$ cat src/rtl/parser_pkg.sv
// Shared parser types and constants, plus the head generator's state encoding and register indices.
package parser_pkg;

  localparam int unsigned HEAD_WIDTH        = 64;
  localparam int unsigned META_WIDTH        = 32;
  localparam int unsigned TAG_WIDTH         = 3;
  localparam int unsigned TAG_START_BIT     = 0;
  localparam int unsigned TAG_VALID_BIT     = 1;
  localparam int unsigned TAG_TAIL_BIT      = 2;
  localparam int unsigned TYPE_NUM          = 2;
  localparam int unsigned KEY_FILED_NUM     = 2;
  localparam int unsigned TYPE_OFFSET_WIDTH = 8;
  localparam int unsigned KEY_OFFSET_WIDTH  = 8;
  localparam int unsigned HEAD_SHIFT_WIDTH  = 8;
  localparam int unsigned META_SHIFT_WIDTH  = 8;

  localparam int unsigned TYPE_IDX_W = (TYPE_NUM > 1) ? $clog2(TYPE_NUM) : 1;
  localparam int unsigned KEY_IDX_W  = (KEY_FILED_NUM > 1) ? $clog2(KEY_FILED_NUM) : 1;

  typedef struct packed {
    logic [TAG_WIDTH+HEAD_WIDTH-1:0]                  head;
    logic [TAG_WIDTH+META_WIDTH-1:0]                  meta;
    logic [TYPE_NUM-1:0][TYPE_OFFSET_WIDTH-1:0]       type_offset;
    logic [KEY_FILED_NUM-1:0]                         key_offset_v;
    logic [KEY_FILED_NUM-1:0][KEY_OFFSET_WIDTH-1:0]   key_offset;
    logic [HEAD_SHIFT_WIDTH-1:0]                      headShift;
    logic [META_SHIFT_WIDTH-1:0]                      metaShift;
  } layer_info_t;

  // Software-visible seed configuration (live and per-packet shadow copies).
  typedef struct packed {
    logic [TYPE_NUM-1:0][TYPE_OFFSET_WIDTH-1:0]       type_offset;
    logic [KEY_FILED_NUM-1:0]                         key_offset_v;
    logic [KEY_FILED_NUM-1:0][KEY_OFFSET_WIDTH-1:0]   key_offset;
    logic [HEAD_SHIFT_WIDTH-1:0]                      head_shift;
    logic [META_SHIFT_WIDTH-1:0]                      meta_shift;
  } head_gen_cfg_t;

  typedef enum logic [1:0] {
    IDLE = 2'd0,
    HEAD = 2'd1,
    SKIP = 2'd2,
    GAP  = 2'd3
  } head_gen_state_e;

  localparam logic [7:0] HG_ADDR_TYPE_OFF   = 8'd0;
  localparam logic [7:0] HG_ADDR_KEY_OFF    = 8'd16;
  localparam logic [7:0] HG_ADDR_HEAD_SHIFT = 8'd32;
  localparam logic [7:0] HG_ADDR_META_SHIFT = 8'd33;
  localparam logic [7:0] HG_ADDR_STAT       = 8'd48;

  function automatic logic [TAG_WIDTH-1:0] make_tag(input logic start, input logic valid,
                                                     input logic tail);
    logic [TAG_WIDTH-1:0] t;
    t = '0;
    t[TAG_START_BIT] = start;
    t[TAG_VALID_BIT] = valid;
    t[TAG_TAIL_BIT]  = tail;
    return t;
  endfunction

endpackage

$ cat src/rtl/parser_head_gen_conf.sv
// Head generator register file: live config, per-packet shadow copy, read mux and
// optional statistics counters (PARSER_HEAD_STAT_EN).
module head_gen_conf
  import parser_pkg::*;
(
  input  logic          i_clk,
  input  logic          i_rst,
  input  logic          i_conf_wren,
  input  logic          i_conf_rden,
  input  logic [31:0]   i_conf_addr,
  input  logic [31:0]   i_conf_wdata,
  input  logic          i_shadow_load,
  input  logic          i_pkt_inc,
  input  logic          i_err_inc,
  input  logic          i_trunc_inc,
  output logic          o_conf_rdata_valid,
  output logic [31:0]   o_conf_rdata,
  output head_gen_cfg_t o_cfg,
  output head_gen_cfg_t o_shadow
);

  logic [7:0]  addr;
  logic [31:0] rdata_c;
  logic        unused_conf;

  assign addr        = i_conf_addr[7:0];
  assign unused_conf = ^{i_conf_addr[31:8], i_conf_wdata[30:TYPE_OFFSET_WIDTH]};

  always_ff @(posedge i_clk or posedge i_rst) begin
    if (i_rst) begin
      o_cfg <= '0;
    end else if (i_conf_wren) begin
      for (int i = 0; i < TYPE_NUM; i++) begin
        if (addr == HG_ADDR_TYPE_OFF + 8'(i))
          o_cfg.type_offset[TYPE_IDX_W'(i)] <= i_conf_wdata[TYPE_OFFSET_WIDTH-1:0];
      end
      for (int j = 0; j < KEY_FILED_NUM; j++) begin
        if (addr == HG_ADDR_KEY_OFF + 8'(j)) begin
          o_cfg.key_offset_v[KEY_IDX_W'(j)] <= i_conf_wdata[31];
          o_cfg.key_offset[KEY_IDX_W'(j)]   <= i_conf_wdata[KEY_OFFSET_WIDTH-1:0];
        end
      end
      if (addr == HG_ADDR_HEAD_SHIFT) o_cfg.head_shift <= i_conf_wdata[HEAD_SHIFT_WIDTH-1:0];
      if (addr == HG_ADDR_META_SHIFT) o_cfg.meta_shift <= i_conf_wdata[META_SHIFT_WIDTH-1:0];
    end
  end

  // Shadow freezes the seed for the packet whose sop is being accepted.
  always_ff @(posedge i_clk or posedge i_rst) begin
    if (i_rst) begin
      o_shadow <= '0;
    end else if (i_shadow_load) begin
      o_shadow <= o_cfg;
    end
  end

`ifdef PARSER_HEAD_STAT_EN
  logic [31:0] pkt_cnt;
  logic [31:0] err_cnt;
  logic [31:0] trunc_cnt;

  always_ff @(posedge i_clk or posedge i_rst) begin
    if (i_rst) begin
      pkt_cnt   <= '0;
      err_cnt   <= '0;
      trunc_cnt <= '0;
    end else begin
      if (i_pkt_inc)   pkt_cnt   <= pkt_cnt + 32'd1;
      if (i_err_inc)   err_cnt   <= err_cnt + 32'd1;
      if (i_trunc_inc) trunc_cnt <= trunc_cnt + 32'd1;
    end
  end
`else
  logic unused_stat;
  assign unused_stat = ^{i_pkt_inc, i_err_inc, i_trunc_inc};
`endif

  always_comb begin
    rdata_c = '0;
    for (int i = 0; i < TYPE_NUM; i++) begin
      if (addr == HG_ADDR_TYPE_OFF + 8'(i))
        rdata_c = 32'(o_cfg.type_offset[TYPE_IDX_W'(i)]);
    end
    for (int j = 0; j < KEY_FILED_NUM; j++) begin
      if (addr == HG_ADDR_KEY_OFF + 8'(j)) begin
        rdata_c     = 32'(o_cfg.key_offset[KEY_IDX_W'(j)]);
        rdata_c[31] = o_cfg.key_offset_v[KEY_IDX_W'(j)];
      end
    end
    if (addr == HG_ADDR_HEAD_SHIFT) rdata_c = 32'(o_cfg.head_shift);
    if (addr == HG_ADDR_META_SHIFT) rdata_c = 32'(o_cfg.meta_shift);
`ifdef PARSER_HEAD_STAT_EN
    if (addr == HG_ADDR_STAT)         rdata_c = pkt_cnt;
    if (addr == HG_ADDR_STAT + 8'd1)  rdata_c = err_cnt;
    if (addr == HG_ADDR_STAT + 8'd2)  rdata_c = trunc_cnt;
`endif
  end

  // Read data is sampled before this cycle's write lands, so a same-cycle write returns the old value.
  always_ff @(posedge i_clk or posedge i_rst) begin
    if (i_rst) begin
      o_conf_rdata_valid <= 1'b0;
      o_conf_rdata       <= '0;
    end else begin
      o_conf_rdata_valid <= i_conf_rden;
      o_conf_rdata       <= i_conf_rden ? rdata_c : 32'd0;
    end
  end

endmodule

$ cat src/rtl/parser_head_gen.sv
// Parser front end: frames raw beats into tagged head slices and seeds layer 0.
// Statistics counters are built only with PARSER_HEAD_STAT_EN defined.
module parser_head_gen
  import parser_pkg::*;
#(
  parameter int unsigned MAX_HEAD_BEATS = 2,
  parameter int unsigned MIN_GAP        = 2
)(
  input  logic                  i_clk,
  input  logic                  i_rst,
  input  logic [HEAD_WIDTH-1:0] i_data,
  input  logic                  i_valid,
  input  logic                  i_sop,
  input  logic                  i_eop,
  output logic                  o_ready,
  input  logic                  i_conf_wren,
  input  logic                  i_conf_rden,
  input  logic [31:0]           i_conf_addr,
  input  logic [31:0]           i_conf_wdata,
  output logic                  o_conf_rdata_valid,
  output logic [31:0]           o_conf_rdata,
  output layer_info_t           o_layer_info
);

  localparam int unsigned BEAT_CNT_W = $clog2(MAX_HEAD_BEATS + 1);
  localparam int unsigned GAP_CNT_W  = (MIN_GAP > 0) ? $clog2(MIN_GAP + 1) : 1;
  localparam logic [BEAT_CNT_W-1:0] BEAT_LAST = BEAT_CNT_W'(MAX_HEAD_BEATS);
  localparam logic [GAP_CNT_W-1:0]  GAP_LAST  = GAP_CNT_W'(MIN_GAP);

  head_gen_state_e       state;
  logic [BEAT_CNT_W-1:0] beat_cnt;
  logic [BEAT_CNT_W-1:0] beat_num_c;
  logic [GAP_CNT_W-1:0]  gap_cnt;
  logic                  acc_c;
  logic                  sop_acc_c;
  logic                  emit_c;
  logic                  tail_c;
  logic                  trunc_c;
  logic                  pkt_end_c;
  logic                  err_c;
  logic [TAG_WIDTH-1:0]  tag_c;
  head_gen_cfg_t         cfg;
  head_gen_cfg_t         shadow;
  head_gen_cfg_t         seed_c;

  head_gen_conf u_conf (
    .i_clk              (i_clk),
    .i_rst              (i_rst),
    .i_conf_wren        (i_conf_wren),
    .i_conf_rden        (i_conf_rden),
    .i_conf_addr        (i_conf_addr),
    .i_conf_wdata       (i_conf_wdata),
    .i_shadow_load      (sop_acc_c),
    .i_pkt_inc          (sop_acc_c),
    .i_err_inc          (err_c),
    .i_trunc_inc        (trunc_c),
    .o_conf_rdata_valid (o_conf_rdata_valid),
    .o_conf_rdata       (o_conf_rdata),
    .o_cfg              (cfg),
    .o_shadow           (shadow)
  );

  // Beat classification; a sop always (re)starts framing, so its seed comes from the live config.
  always_comb begin
    acc_c      = i_valid & o_ready;
    sop_acc_c  = acc_c & i_sop;
    emit_c     = 1'b0;
    beat_num_c = beat_cnt;
    if (sop_acc_c) begin
      emit_c     = 1'b1;
      beat_num_c = BEAT_CNT_W'(1);
    end else if (acc_c && (state == HEAD)) begin
      emit_c     = 1'b1;
      beat_num_c = beat_cnt + BEAT_CNT_W'(1);
    end
    tail_c    = emit_c & (i_eop | (beat_num_c == BEAT_LAST));
    trunc_c   = emit_c & ~i_eop & (beat_num_c == BEAT_LAST);
    pkt_end_c = acc_c & i_eop & (sop_acc_c | (state == HEAD) | (state == SKIP));
    err_c     = acc_c & ((state == IDLE) ? ~i_sop : i_sop);
    tag_c     = make_tag(sop_acc_c, emit_c, tail_c);
    seed_c    = sop_acc_c ? cfg : shadow;
  end

  always_ff @(posedge i_clk or posedge i_rst) begin
    if (i_rst) begin
      state        <= IDLE;
      beat_cnt     <= '0;
      gap_cnt      <= '0;
      o_ready      <= 1'b0;
      o_layer_info <= '0;
    end else begin
      if (pkt_end_c) begin
        if (MIN_GAP > 0) begin
          state   <= GAP;
          gap_cnt <= GAP_CNT_W'(1);
          o_ready <= 1'b0;
        end else begin
          state   <= IDLE;
          o_ready <= 1'b1;
        end
      end else if (trunc_c) begin
        state   <= SKIP;
        o_ready <= 1'b1;
      end else if (sop_acc_c) begin
        state   <= HEAD;
        o_ready <= 1'b1;
      end else if (state == GAP) begin
        if (gap_cnt >= GAP_LAST) begin
          state   <= IDLE;
          o_ready <= 1'b1;
        end else begin
          gap_cnt <= gap_cnt + GAP_CNT_W'(1);
          o_ready <= 1'b0;
        end
      end else begin
        o_ready <= 1'b1;
      end

      // In SKIP the count stays parked at MAX_HEAD_BEATS.
      if (emit_c) beat_cnt <= beat_num_c;

      o_layer_info.head         <= {tag_c, emit_c ? i_data : HEAD_WIDTH'(0)};
      o_layer_info.meta         <= {tag_c, META_WIDTH'(0)};
      o_layer_info.type_offset  <= seed_c.type_offset;
      o_layer_info.key_offset_v <= seed_c.key_offset_v;
      o_layer_info.key_offset   <= seed_c.key_offset;
      o_layer_info.headShift    <= seed_c.head_shift;
      o_layer_info.metaShift    <= seed_c.meta_shift;
    end
  end

endmodule
$ cat config.mk
export PLATFORM = sky130hd
export DESIGN_NAME = parser_head_gen
export DESIGN_NICKNAME = d
export VERILOG_FILES = /design/src/rtl/parser_pkg.sv /design/src/rtl/parser_head_gen_conf.sv /design/src/rtl/parser_head_gen.sv
export SDC_FILE = /design/constraint.sdc
export NUM_CORES = 1
export LEC_CHECK = 0
export CORE_UTILIZATION = 40
export DETAILED_ROUTE_END_ITERATION = 8
export PLACE_DENSITY = 0.79
export SLEW_MARGIN = 20
export SYNTH_ARGS = -nofsm -noshare
export SYNTH_HDL_FRONTEND = slang
export SYNTH_SLANG_ARGS = --single-unit
export TNS_END_PERCENT = 100
$ cat constraint.sdc
create_clock -name i_clk -period 6.4 [get_ports i_clk]
set_input_delay 1.28 -clock i_clk [delete_from_list [all_inputs] [get_ports i_clk]]
set_output_delay 1.28 -clock i_clk [all_outputs]
set_load 0.01 [all_outputs]
==> load_flow_metrics.sql <==
INSERT INTO impl_metrics (metric_group, metric, value, unit) VALUES
('timing', 'relSlewSlack', '0.334', ''),
('route', 'drtAntennaViolNets', '0', ''),
('worst_hold_path', 'timing.hold.worst_path_depth', '2', ''),
('route', 'wl_per_cell', '14.9', 'um'),
('clocking', 'clock_tree.htree_level_count', '4', ''),
('yosys', 'yosys_warnings', '17', ''),
('clocking', 'cts.repair_timing.setup_buffer_count', '0', ''),
('yosys', 'share_of_the_yosys_chip_area_belonging_to_registers', '0.603', ''),
('critical_path', 'startpoint_type', 'input port', ''),
('yosys', 'synthesis.area', '0.00622', 'sq mm'),
('clocking', 'clockRootBuffer', 'clkbuf_16', ''),
('critical_path', 'critPathMaxFanout', '20', ''),
('clocking', 'cts_tree', 'done', ''),
('route', 'drc_violation_count_after_routing', '0', ''),
('critical_path', 'r2r_cells', '5', ''),
('global_route', 'antenna_found_initial', '0', ''),
('critical_path', 'critical_path_arrival', '3.92', 'ns'),
('global_route', 'grt_pass1_vias', '3959', ''),
('timing', 'slew_violations', '0', ''),
('placed_design', 'port-buffer-count', '201', ''),
('route', 'routed_wl', '13900', 'um'),
('power_and_ir_drop', 'power.total', '0.00281', 'W'),
('critical_path', 'critical_path_cell_count', '4', ''),
('yosys', 'synth.lib_cells_used.distinct', '47', ''),
('floorplanning', 'core_area', '0.0152', 'sq mm'),
('timing', 'finalSetupViolations', '0', ''),
('global_route', 'global_route_congestion_overflow_total', '0', ''),
('route', 'drt-vias-per-instance', '4.52', ''),
('yosys', 'post_synthesis_cell_type_with_the_largest_combined_area', 'dfrtp_1', ''),
('yosys', 'postSynth.topFlopCell', 'dfrtp_1', ''),
('critical_path', 'path_delay_family', 'simple AND/OR/NAND/NOR gates', ''),
('yosys', 'number_of_enable_flip_flop_cells_after_synthesis', '0', ''),
('timing', 'max_slew.worst_pin.slew', '0.993', 'ns'),
('placed_design', 'place.detailed.hpwl', '9610', 'um'),
('timing', 'timing.clock.skew', '0.00811', 'ns'),
('floorplanning', 'die_outline_area', '0.0161', 'sq mm'),
('critical_path', 'worst-endpoint-required', '6.70', 'ns'),
('floorplanning', 'top_level_ports', '321', ''),
('clocking', 'cts.reportedPaths.clkPinSlew', '0.06', 'ns'),
('finish', 'final_net_count', '866', ''),
('run_status', 'outcome', 'complete, no violations', ''),
('floorplanning', 'num_rows', '45', ''),
('finish', 'layout-drive-gt1-share', '0.117', ''),
('job', 'cap_viol_max_count', '0', ''),
('yosys', 'synthesis.instances', '537', ''),
('timing', 'final_total_negative_setup_slack', '0', 'ns'),
('critical_path', 'worst_path_max_delay_cell', 'clkdlybuf4s50_1', ''),
('timing', 'grt_setup_unrepaired', 'false', ''),
('timing', 'fin_crit_sh', '0.565', ''),
('yosys', 'synth_top_cell_area_share', '0.603', ''),
('worst_hold_path', 'hold_wc_path_type', 'reg -> reg', ''),
('global_route', 'largest_net_degree_at_the_start_of_global_routing', '111', ''),
('timing', 'min_tclk_post_route', '3.62', 'ns'),
('global_route', 'grt_first_pass_wirelength', '21900', 'um'),
('floorplanning', 'start_util', '0.409', ''),
('power_and_ir_drop', 'power.density', '322', 'mW/mm^2'),
('route', 'detail_route.first_pass.iterations', '4', ''),
('power_and_ir_drop', 'leakage_power_figure', '4.24', 'nW'),
('timing', 'finalHoldViolCount', '0', ''),
('yosys', 'ys_top_cells_by_area', 'dfrtp_1 (60%), buf_4 (9.1%), and2_1 (6.6%)', ''),
('clocking', 'clock_network_latency_to_the_later_pin_of_the_worst_skew_pair', '0.42', 'ns'),
('critical_path', 'worstSetupEndpointType', 'register', ''),
('clocking', 'ctsLongestPathBuffers', '2', ''),
('floorplanning', 'dieHeight', '127', 'um'),
('critical_path', 'setup.worst_path.class', 'in -> reg', ''),
('timing', 'achievable-frequency', '277', 'MHz'),
('critical_path', 'crit_path_max_incr_delay', '0.75', 'ns'),
('yosys', 'postSynth.asyncResetShare', '1.00', ''),
('clocking', 'cts_inserted_buffers', '17', ''),
('global_route', 'gr-usage-all-layers', '0.183', ''),
('placed_design', 'dp_cells', '899', '');
==> sequential cells by signal, indices dropped and copies added, names as in the netlist <==
name	cells
u_conf.o_shadow	25
state	2
u_conf.o_conf_rdata_valid	1
u_conf.o_conf_rdata	9
o_ready	1
o_layer_info	75
gap_cnt	2
u_conf.o_cfg	33
beat_cnt	2
==> worst reg2reg max path, delay by kind of cell (launching register included) <==
family | cells | cell delay (ns)
flip-flops | 1 | 0.42
buffers and inverters | 2 | 1.29
AND/OR/NAND/NOR | 3 | 0.55
==> synth_stat cells (2+ instances only) <==
master and number:
a21oi_1 8, and2_1 66, and3_1 8, buf_1 4, buf_4 75, clkbuf_1 20
dfrtp_1 150, inv_1 5, mux2_2 24, mux2_4 8, nand2_1 100, nand3_1 4
nor2_1 4, o211ai_1 2, o21ai_0 12, o221a_2 8, or3b_2 8, or4_1 2
==> where the power goes <==
group	internal [W]	total (W)	switching, W
clock network	0.000669	0.00107	0.000403
registers	0.00108	0.00114	0.0000635
logic	0.000318	0.000597	0.000279
total	0.00206	0.00281	0.000745
==> placed cells by master (no fill, tap or decap), drive strengths merged, types with 4 or more instances in the layout <==
cell type,count
o21ai,12
a21oi,8
o221a,8
nand3,4
mux2,33
and2,66
and3,8
clkbuf,19
nor2,4
clkdlybuf4s50,201
bufinv,4
nand2,100
conb,72
inv,10
dfrtp,150
or3b,8
==> path summary, 6_finish.rpt <==
path / from / endpoint / slack [ns]
worst max-delay path: i_conf_addr[5] / u_conf.o_cfg[23] / 2.78
worst min-delay path: u_conf.o_shadow[4] / u_conf.o_shadow[4] / 0.47
worst max register to register: o_ready / u_conf.o_shadow[39] / 4.00
worst min register to register: u_conf.o_shadow[4] / u_conf.o_shadow[4] / 0.47
max in group asynchronous: i_rst / u_conf.o_cfg[17] / 3.81
min in group asynchronous: i_rst / u_conf.o_cfg[18] / 1.46
==> cell type report <==
cell class | count | area [sq um]
clock buffer | 19 | 443
inverter | 6 | 27.5
multi-input combinational | 351 | 2040
sequential | 150 | 3750
timing repair buffer | 204 | 2030
tap | 188 | 235
fill | 1279 | 6470
clock inverter | 13 | 193
==> through the flow <==
step                      setup WS (ns)  utilization  instance area [sq um]  hold slack (ns)
final                              2.78        0.574                   8730            0.474
after global routing               2.68        0.574                   8730            0.498
after CTS                          2.87        0.574                   8730            0.476
after detailed placement           2.45        0.532                   8090            0.461
after global placement             2.47        0.532                   8090            0.460
after floorplan                    1.08            -                   6490            0.447
==> routing by layer <==
metal	part of all wire	GRT usage	up-vias	wire length, um
met5	0	0	-	0
met4	0.012	0.0630	0	171
li1	-	-	1997	-
met2	0.49	0.289	165	6840
met1	0.40	0.220	2039	5610
met3	0.093	0.0877	10	1290
==> cells by family (layout without fill, tap and decap cells) <==
family,Yosys count,count (layout),share of synthesized area
DFF,150,150,0.603
adders and majority gates,1,1,0.00201
other,1,72,0.000603
xor gates and xnor gates,1,1,0.00141
muxes,33,33,0.0646
buffers and inverters,107,242,0.111
and+or+nand+nor,208,208,0.176
AOI/OAI and AO/OA,36,36,0.0412
(Power assumes the default switching activity.)
